==> config.mk <==
export PLATFORM = sky130hd
export DESIGN_NAME = demod_ctrl
export DESIGN_NICKNAME = d
export VERILOG_FILES = /design/src/rtl/dcsk_pkg.sv /design/src/rtl/demod_ctrl.sv
export SDC_FILE = /design/constraint.sdc
export NUM_CORES = 1
export LEC_CHECK = 0
export ABC_AREA = 1
export ABC_CLOCK_PERIOD_IN_PS = 1600
export CAP_MARGIN = 20
export CORE_ASPECT_RATIO = 1.1
export CORE_MARGIN = 2
export CORE_UTILIZATION = 45
export DETAILED_ROUTE_END_ITERATION = 8
export PLACE_DENSITY = 0.82
export RECOVER_POWER = 25
export SETUP_SLACK_MARGIN = 0.5
export SLEW_MARGIN = 20
export SYNTH_ARGS = -nofsm -noshare
export SYNTH_HDL_FRONTEND = slang
export SYNTH_SLANG_ARGS = --single-unit
==> constraint.sdc <==
create_clock -name Clk -period 1.6 [get_ports Clk]
set_input_delay 0.48 -clock Clk [delete_from_list [all_inputs] [get_ports Clk]]
set_output_delay 0.48 -clock Clk [all_outputs]
set_load 0.01 [all_outputs]
==> src/rtl/dcsk_pkg.sv <==
// Shared types, constants and helpers for the DCSK demodulator controller.
package dcsk_pkg;

    typedef enum logic [2:0] {
        IDLE,
        REF,
        DATA,
        WRITE,
        DONE
    } demod_state_t;

    localparam int CHIPS_PER_FRAME = 64;
    localparam int STP_WIDTH       = 32;
    localparam int VDR_DEPTH       = 16;

    // Unsupported spread factors fall back to the widest setting.
    function automatic logic [4:0] sanitize_sf(input logic [4:0] raw);
        case (raw)
            5'd2, 5'd4, 5'd8, 5'd16: sanitize_sf = raw;
            default:                 sanitize_sf = 5'd16;
        endcase
    endfunction

    // Index of the final bit in a frame, i.e. STP_WIDTH/sf - 1.
    function automatic logic [4:0] last_bit(input logic [4:0] sf);
        case (sf)
            5'd2:    last_bit = 5'd15;
            5'd4:    last_bit = 5'd7;
            5'd8:    last_bit = 5'd3;
            default: last_bit = 5'd1;
        endcase
    endfunction

endpackage

==> src/rtl/demod_ctrl.sv <==
// DCSK demodulator controller: sequences reference/data chips per bit and
// hands each decided bit to the output shift register.
module demod_ctrl (
    input  logic       Clk,
    input  logic       N_Rst,
    input  logic       Valid_Data,
    input  logic       Correlated_Bit,
    input  logic [4:0] Spread_Factor,
    input  logic       Out_Ack,
    input  logic       Frame_Abort,
    output logic       Chip_Ready,
    output logic [3:0] Var_Del_Reg_Addr,
    output logic       Var_Del_Reg_Load,
    output logic       Var_Del_Reg_Re,
    output logic       Ones_Count_Inc,
    output logic       Zeros_Count_Inc,
    output logic       Ones_Zeros_Count_Clr,
    output logic       STP_Out_Reg_Load,
    output logic [4:0] STP_Out_Reg_Addr,
    output logic       STP_Out_Reg_Re,
    output logic       Out_Valid
);
    import dcsk_pkg::*;

    demod_state_t state, state_next;
    logic [3:0]   chip_cnt, chip_cnt_next;
    logic [4:0]   bit_idx, bit_idx_next;
    logic [4:0]   sf, sf_next;
    logic         accept;
    logic         last_chip;

    always_ff @(posedge Clk or negedge N_Rst) begin
        if (!N_Rst) begin
            state    <= IDLE;
            chip_cnt <= '0;
            bit_idx  <= '0;
            sf       <= 5'd16;
        end else begin
            state    <= state_next;
            chip_cnt <= chip_cnt_next;
            bit_idx  <= bit_idx_next;
            sf       <= sf_next;
        end
    end

    always_comb begin
        state_next           = state;
        chip_cnt_next        = chip_cnt;
        bit_idx_next         = bit_idx;
        sf_next              = sf;
        Chip_Ready           = 1'b0;
        Var_Del_Reg_Addr     = '0;
        Var_Del_Reg_Load     = 1'b0;
        Var_Del_Reg_Re       = 1'b0;
        Ones_Count_Inc       = 1'b0;
        Zeros_Count_Inc      = 1'b0;
        Ones_Zeros_Count_Clr = 1'b0;
        STP_Out_Reg_Load     = 1'b0;
        STP_Out_Reg_Addr     = '0;
        STP_Out_Reg_Re       = 1'b0;
        Out_Valid            = 1'b0;
        accept               = 1'b0;
        last_chip            = (chip_cnt == 4'(sf - 5'd1));

        // An abort wins over everything and also flushes the accumulators.
        if (Frame_Abort) begin
            Ones_Zeros_Count_Clr = 1'b1;
            state_next           = IDLE;
            chip_cnt_next        = '0;
            bit_idx_next         = '0;
        end else begin
            Chip_Ready = (state == IDLE) || (state == REF) || (state == DATA);
            accept     = Valid_Data && Chip_Ready;
            case (state)
                IDLE: begin
                    if (accept) begin
                        Var_Del_Reg_Load = 1'b1;
                        sf_next          = sanitize_sf(Spread_Factor);
                        chip_cnt_next    = 4'd1;
                        state_next       = REF;
                    end
                end
                REF: begin
                    Var_Del_Reg_Addr = chip_cnt;
                    if (accept) begin
                        Var_Del_Reg_Load = 1'b1;
                        if (last_chip) begin
                            chip_cnt_next = '0;
                            state_next    = DATA;
                        end else begin
                            chip_cnt_next = chip_cnt + 4'd1;
                        end
                    end
                end
                DATA: begin
                    Var_Del_Reg_Re   = 1'b1;
                    Var_Del_Reg_Addr = chip_cnt;
                    if (accept) begin
                        Ones_Count_Inc  = Correlated_Bit;
                        Zeros_Count_Inc = !Correlated_Bit;
                        if (last_chip) begin
                            chip_cnt_next = '0;
                            state_next    = WRITE;
                        end else begin
                            chip_cnt_next = chip_cnt + 4'd1;
                        end
                    end
                end
                WRITE: begin
                    STP_Out_Reg_Load     = 1'b1;
                    STP_Out_Reg_Addr     = bit_idx;
                    Ones_Zeros_Count_Clr = 1'b1;
                    if (bit_idx == last_bit(sf)) begin
                        state_next = DONE;
                    end else begin
                        bit_idx_next  = bit_idx + 5'd1;
                        chip_cnt_next = '0;
                        state_next    = REF;
                    end
                end
                DONE: begin
                    STP_Out_Reg_Re = 1'b1;
                    Out_Valid      = 1'b1;
                    if (Out_Ack) begin
                        bit_idx_next = '0;
                        state_next   = IDLE;
                    end
                end
                default: state_next = IDLE;
            endcase
        end
    end

endmodule

## Word level (Yosys, flattened, before mapping)

Index checks and enable logic that the tools add are counted.

| word-level totals | value |
|---|---|
| output and inout bits | 18 |
| bits of input ports | 11 |
| logic and storage cells | 87 |
| register bits after elaboration | 17 |

| operators by class | value |
|---|---|
| reduce and logical (&&, ||, !) cells | 14 |
| add/subtract/negate cells | 3 |
| multiplexer cells | 44 |
| eq/ne operators | 21 |
| bitwise logic cells | 1 |

Operator list:

| cell | count |
|---|---|
| two-way mux 5 bit | 8 |
| two-way mux 4 bit | 7 |
| two-way mux 3 bit | 8 |
| case mux 4 bit (3 select lines) | 2 |
| two-way mux 1 bit | 17 |
| case mux 3 bit (5 select lines) | 1 |
| inequality test 3 bit (second input constant) | 4 |
| equality test 5 x 2 -> 1 bit (second input constant) | 2 |
| equality test 5 x 3 -> 1 bit (second input constant) | 2 |
| equality test 5 x 4 -> 1 bit (second input constant) | 2 |
| case mux 5 bit (2 select lines) | 1 |
| inequality test 3 x 2 -> 1 bit (second input constant) | 3 |
| equality test 3 x 2 -> 1 bit (second input constant) | 2 |
| AND reduction 3 bit | 2 |
| AND reduction 6 bit | 1 |
| adder 5 x 1 -> 5 bit (second input constant) | 1 |
| equality test 5 bit | 1 |
| equality test 5 bit (second input constant) | 1 |
| adder 4 x 1 -> 4 bit (second input constant) | 1 |
| equality test 4 bit | 1 |
| AND reduction 4 bit | 1 |
| nonzero test 4 bit | 1 |
| OR reduction 2 bit | 2 |
| OR reduction 4 bit | 1 |
| 10 further kinds | 11 |

## Longest topological paths before layout

Gate-level depths: netlist (run 1).

| depth | value |
|---|---|
| depth after elaboration | 8 |
| mapped depth | 13 |
| mapped depth without buffers | 13 |

## Worst setup path before layout (run 1)

OpenSTA, ideal clock, no wires.

| path | value |
|---|---|
| kind | input port to output port |
| from | input port Frame_Abort |
| to | output port STP_Out_Reg_Re |
| buffers on the path | 2 |
| stages on the path | 3 |
| slack | -0.265 ns |
| arrival | 1.385 ns |
| data required time | 1.120 ns |
| cells stage by stage | buf_2 -> nor4_1 -> buf_4 |

| between the ends | value |
|---|---|
| longest elaborated chain between the ends | 1 |

RTL lines:

| element | line | RTL |
|---|---|---|
| start: declaration | demod_ctrl.sv:10 | `input logic Frame_Abort,` |
| two-way mux 1 bit | -- |  |
| end: declaration | demod_ctrl.sv:20 | `output logic STP_Out_Reg_Re,` |

No other way between the ends.

## Final worst setup path (run 1)

| path | value |
|---|---|
| from | register state[2] |
| to | output port Var_Del_Reg_Addr[1] |

| between the ends | value |
|---|---|
| longest elaborated chain between the ends | 4 |
| elaborated cells on any way between the ends | 5 |
| those cells by class | eq/ne (2); mux (2); reduce/logical (1) |

RTL lines:

| element | line | RTL |
|---|---|---|
| start: declaration | demod_ctrl.sv:25 | `demod_state_t state, state_next;` |
| start signal: assignment | demod_ctrl.sv:39 | `state <= state_next;` |
| equality test 3 x 1 -> 1 bit / equality test 3 x 2 -> 1 bit (equally long branches) | demod_ctrl.sv:74 | `case (state)` |
| OR reduction 2 bit (no source line) * | -- |  |
| two-way mux 4 bit * | demod_ctrl.sv:74 |  |
| two-way mux 4 bit * | demod_ctrl.sv:66 | `if (Frame_Abort) begin` |
| end: declaration | demod_ctrl.sv:12 | `output logic [3:0] Var_Del_Reg_Addr,` |

Every way passes the cells marked *; elsewhere a longest branch is shown, timed or not.

==> results.md, run 1 <==
- CTS tree: done
- Most instantiated library cell after synthesis: nand2_1
- DRC viols: 0
- Crit path cell chain: buf_6 -> inv_4 -> nand2_4 -> nand2_4 -> o21ai_4 -> buf_6 -> inv_4 -> nand2_2 -> nor2_2 -> buf_2
- Drt pass-1 iters: 4
- Fin Setup TNS: -8.56 ns
- Post-synth EDFFs: 0
- Buf/Inv on CP: 5
- Tmin final: between 2 and 2.5 ns
- Synth area leaders: dfrtp_1 30%, nand2_1 21%, nor2_1 7.9%, inv_1 7.6%, nand3_1 5.6%
- TritonCTS Sinks: 17
- Vias per cell: 5.35
- CP top delay family: buffers and inverters
- Worst setup margin: -0.481 ns
- Clk slew on worst S/H paths: between 0.1 and 0.15 ns
- Max capacitance violation total: 0
- Fin nets: 313
- Slowest stage cell, crit path: dfrtp_2
- Vias in the first global route: 1,642
- Layout area overhead: 78.5%
- Initial antenna violation count: 0
- Detail Placement HPWL: 2790 µm
- Synth cell count leaders: 74 x nand2_1, 28 x nor2_1, 27 x inv_1
- Starting DRC count in detailed routing: 114
- Status: finished, violations left
- First-pass GRT wire length: 6930 µm
- Required time worst endpoint: 1.12 ns
- Largest net degree at the start of global routing: 18
- Placeable core region: 0.00280 mm²
- Placer Congestion: 0.838
- Ys async rst share: 100%
- Row count: 20
- Clk buf depth: 2
- Crit path DAT: 1.60 ns
- Final hold violations: 0
- Worst VDD drop: about 1 mV
- Die Footprint: 0.00342 mm²
- Antenna Cells: 0
- Final WL: 4760 µm
- Final worst-path cycle share: 130%
- # IOs: 29
- Worst path max stage delay: 0.47 ns
- Clk Latency, worst-skew pair: 0.30 ns
- Share of the synthesized area in the top cell type: 29.9%
- Worst setup EP type: output port
- Failing checks: negative setup slack
- Max_slew headroom: between 30% and 40%
- CP Max Fanout: 3
- Syn. warnings: 0
- Top FF cell, synth: dfrtp_1
- Yosys cell types: 28
- Cts hold-fix bufs: 0
- Initial core utilization: 47.7%
- Overflow after GRT: 0
- TritonCTS buffer count: 3
- Post-synthesis area per instance: between 6 and 7 µm²
- Post-Syn Instances: 212
- Post-synthesis sequential area ratio: 31.9%
- Leak pwr: 1.22 nW
- # H-tree levels: 1
- Max Slew Vio Count: 0
- Worst setup SP type: register
- Fmax: 481 MHz
- Wire per inst: 14.4 µm
- Layout cells sized above 1: 48.5%
- Netlist Area Pre-Place: 0.00134 mm²
- DR vias: 1,765
- Buffers on Ports: 28
- Skew final: 0.00320 ns
- Pre-CTS setup slack: -0.855 ns
- Hold Crit Class: register to register
- Crit Path Class: register to output port
- Post-route ant nets: 0
- Setup Viol. Count Final: 29
- Pwr Density: 1000 mW/mm²
- Die height: 61.2 µm
- Least-Margin Pin Slew: 0.978 ns
- Die X-Extent: between 50 and 60 µm
- RSZ-0062 raised after global routing: true
- Mapped Nets: around 230
- Fill cells: about 150
- Gr usage total: 25.6%
- Leading area contributor after synthesis: dfrtp_1
- Seq cells post-synth: 17
- Root buffer cell: clkbuf_4
[metrics by stage]
stage | instances | util [%] | area [µm²] | total power, mW | hold slack, ns
2_1_floorplan | 212 | - | 1500 | 1.18 | 0.184
3_3_place_gp | 307 | 73.4 | 2060 | 1.64 | 0.504
3_5_place_dp | 307 | 73.4 | 2060 | 1.67 | 0.497
4_1_cts | 324 | 80.0 | 2240 | 2.10 | 0.498
5_1_grt | 330 | 85.2 | 2390 | 2.52 | 0.591
6_report | 330 | 85.2 | 2390 | 2.39 | 0.552
[registers in the layout, indices dropped and copies added, names as in the netlist]
register	flops
state	3
chip_cnt	4
bit_idx	5
sf	5
[worst register-to-register path, cell delays in order, from the launching register on]
cell and delay [ns]:
dfrtp_2 0.45, buf_6 0.12, inv_4 0.04, buf_6 0.10, buf_6 0.11, buf_4 0.14, nor3_4 0.14, buf_4 0.18
o21ai_2 0.07, inv_2 0.12, buf_4 0.13, nand3_2 0.06, nand2_1 0.09
[what timing repair did]
item                       4_1_cts  5_1_grt
setup endpoints to repair       35       35
pin swaps                       14        6
gates resized for setup        107       29
buffers inserted                13        6
[kinds of logic (layout without fill, tap and decap cells)]
| kind of cell | after synthesis | count (layout) | share of synthesized area (%) |
|---|---|---|---|
| AO/OA/AOI/OAI | 13 | 13 | 5.33 |
| buffers and inverters | 36 | 121 | 11.0 |
| AND/OR/NAND/NOR | 139 | 139 | 46.0 |
| adder cells (fa/ha/maj) | 4 | 4 | 3.74 |
| flip-flops | 17 | 17 | 31.9 |
| XOR/XNOR | 3 | 3 | 1.96 |
[per-layer routing]
metal  up-vias  track usage, %  wire length [µm]
met5         -               0                 0
met4         0            7.82               155
met3        19            2.10               221
met2        68            52.3              2640
met1       842            28.7              1740
li1        836               -                 -
[cell usage in the layout, fill, tap and decap left out, types with 7 or more instances in the layout]
master | synthesis | final
nand2_1 | 74 | 61
nor2_2 | 3 | 10
nand4_1 | 7 | 7
nor2_4 | 1 | 10
dfrtp_1 | 16 | 14
clkdlybuf4s50_1 | 0 | 9
inv_2 | 6 | 8
nand2_2 | 3 | 10
buf_4 | 1 | 39
nand3_1 | 15 | 11
buf_6 | 1 | 25
nor2_1 | 28 | 12
inv_1 | 27 | 21
buf_2 | 1 | 9
[final cells by class]
class / instances / area (µm²) / area share, %
clock buffers: 4 / 26.3 / 1.10
well taps: 33 / 41.3 / 1.73
multi-input cells: 159 / 1030 / 43.3
inverters: 33 / 134 / 5.61
flip-flops and latches: 17 / 429 / 18.0
repair buffers: 84 / 722 / 30.2
[power breakdown]
part	internal, mW	switching, mW
Sequential	0.512	0.0605
Combinational	0.710	0.853
Clock	0.0974	0.155
[worst paths after layout]
check | start | end | slack [ns] | depth (start not counted)
min in group asynchronous | N_Rst | chip_cnt[0] | 0.76 | 2
hold / removal | sf[4] | sf[4] | 0.55 | 2
setup reg to reg | state[2] | bit_idx[0] | -0.20 | 12
hold reg to reg | sf[4] | sf[4] | 0.55 | 2
max in group asynchronous | N_Rst | state[2] | 0.18 | 2
setup / recovery | state[2] | Var_Del_Reg_Addr[1] | -0.48 | 10
Note: power is estimated with default switching activity, not from simulation.
==> run 2, diff against run 1 <==
- CELL_PAD_IN_SITES_DETAIL_PLACEMENT: unset -> 0
- CELL_PAD_IN_SITES_GLOBAL_PLACEMENT: unset -> 1
- CORE_UTILIZATION: 45 -> 31
==> results.md, run 2 (synthesized netlist as in run 1, its figures left out) <==
- Gr usage total: 18.3% (-7.3 points)
- Final hold violations: 0 (unchanged)
- Setup Viol. Count Final: 31 (+6.9%)
- Drt pass-1 iters: 4 (unchanged)
- Vias in the first global route: 1,561 (-4.9%)
- Clk Latency, worst-skew pair: 0.25 ns (-0.05 ns)
- Commonest cells after routing, fill and taps aside: 44 x nand2_1, 30 x buf_4, 26 x buf_6
- Worst setup SP type: register
- TritonCTS Sinks: 17 (unchanged)
- Required time worst endpoint: 1.12 ns (about the same)
- Detail Placement HPWL: 2800 µm (+0.56%)
- Fin nets: 312 (-0.32%)
- Crit path DAT: 1.41 ns (-0.19 ns)
- Worst setup EP type: output port
- Starting DRC count in detailed routing: 72 (-37%)
- Worst VDD drop: 0.377 mV (-62%)
- Post-route ant nets: 0 (unchanged)
- Fmax: 528 MHz (+9.9%)
- Layout area overhead: 94.2%
- First-pass GRT wire length: 6920 µm (-0.10%)
- Row count: 25 (+25%)
- Layout cells sized above 1: 56.1% (+7.6 points)
- Tmin final: 1.89 ns (-0.188 ns)
- RSZ-0062 raised after global routing: true
- Initial antenna violation count: 0 (unchanged)
- Die X-Extent: 66.6 µm (+19%)
- Max_slew headroom: 68.3% (+34 points)
- Worst setup margin: -0.293 ns (+0.188 ns)
- Pre-CTS setup slack: -0.878 ns (-0.0235 ns)
- Largest net degree at the start of global routing: 18 (unchanged)
- Vias per cell: 4.68 (-13%)
- Overflow after GRT: 0 (unchanged)
- Antenna Cells: 0 (unchanged)
- Wire per inst: 12.0 µm (-17%)
- Fin Setup TNS: -5.02 ns (+3.53 ns)
- Worst hold margin: 0.535 ns (-0.0168 ns)
- DR vias: 1,637 (-7.3%)
- TritonCTS buffer count: 3 (unchanged)
- Clk slew on worst S/H paths: 0.07 ns (-0.04 ns)
- Max capacitance violation total: 0 (unchanged)
- Buffers on Ports: 28 (unchanged)
- CTS tree: done
- Die Footprint: 0.00486 mm² (+42%)
- Least-Margin Pin Slew: 0.475 ns (-0.503 ns)
- Placed Cells: 324 (+5.5%)
- Fill cells: 388 (+150%)
- Final worst-path cycle share: 118% (-12 points)
- DRC viols: 0 (unchanged)
- Root buffer cell: clkbuf_8
- Leak pwr: 1.27 nW (+4.2%)
- Skew final: 0.00407 ns (+0.000865 ns)
- Initial core utilization: 31.7% (-16 points)
- Final WL: 4200 µm (-12%)
- Pwr Density: 969 mW/mm² (-3.1%)
- CP Max Fanout: 3 (unchanged)
- Placeable core region: 0.00422 mm² (+51%)
- Placer Congestion: 0.801 (-4.4%)
- Total power: 2.52 mW (+5.4%)
- # H-tree levels: 1 (unchanged)
- Hold Crit Class: register to register
- Die height: 72.9 µm (+19%)
- Top Registers: bit_idx x5, sf x5, chip_cnt x4
- Crit Path Class: register to output port
- # IOs: 29 (unchanged)
- Failing checks: negative setup slack
- Commonest non-fill, non-tap cell in the layout: nand2_1
- Status: finished, violations left
- Final cell count without fillers: 350 (+6.1%)
- Clk buf depth: 2 (unchanged)
- Max Slew Vio Count: 0 (unchanged)
==> run 2: area by class of cell <==
type                       instances  area, µm²  area share [%]
tap                               54       67.6            2.60
inverter                          33        129            4.96
sequential                        17        429            16.5
clock buffer                       3       41.3            1.59
timing repair buffer              82        785            30.2
clock inverter                     1       5.00           0.193
multi-input combinational        160       1140            43.9
==> run 2: through the flow <==
stage | utilization (%) | area (µm²)
finish | 61.5 | 2600
global route | 61.5 | 2600
CTS | 56.5 | 2390
detailed placement | 49.5 | 2090
global placement | 49.5 | 2090
floorplan | - | 1500
==> run 2: what timing repair did <==
item | in CTS | in global routing
gates resized for setup | 133 | 38
hold buffers | 0 | 0
endpoints found under the setup margin | 35 | 35
pin swaps | 19 | 27
gates cloned | 2 | 0
setup buffers | 12 | 8
hold endpoints to repair | 0 | 0
==> run 2: path summary, 6_finish.rpt <==
| kind | startpoint | end | slack [ns] | depth (start not counted) |
|---|---|---|---|---|
| min | bit_idx[3] | bit_idx[3] | 0.54 | 2 |
| max reg2reg | state[2] | chip_cnt[2] | -0.09 | 10 |
| max | state[2] | Ones_Count_Inc | -0.29 | 7 |
| min in group asynchronous | N_Rst | sf[0] | 0.71 | 2 |
| min reg2reg | bit_idx[3] | bit_idx[3] | 0.54 | 2 |
| max in group asynchronous | N_Rst | state[0] | 0.54 | 2 |
==> run 2: worst max-delay path: stages (launching register included) <==
cell	delay, ns
dfrtp_1	0.44
nor2_2	0.11
inv_2	0.05
buf_6	0.11
nor3_4	0.17
nand2_2	0.09
nor2_2	0.07
buf_2	0.12
==> run 2: where the power goes <==
part           internal (mW)  total (mW)  leakage [nW]  switching [mW]
registers              0.512       0.573         0.224          0.0609
logic                  0.768        1.62          1.02           0.848
clock network          0.173       0.328        0.0255           0.155
==> run 2: per-layer routing <==
metal | vias up | GRT usage [%] | share of wire [%]
met5 | - | 0 | 0
met4 | 0 | 5.90 | 1.3
met3 | 4 | 1.85 | 3.6
met2 | 34 | 33.2 | 54
li1 | 836 | - | -
met1 | 763 | 22.5 | 41
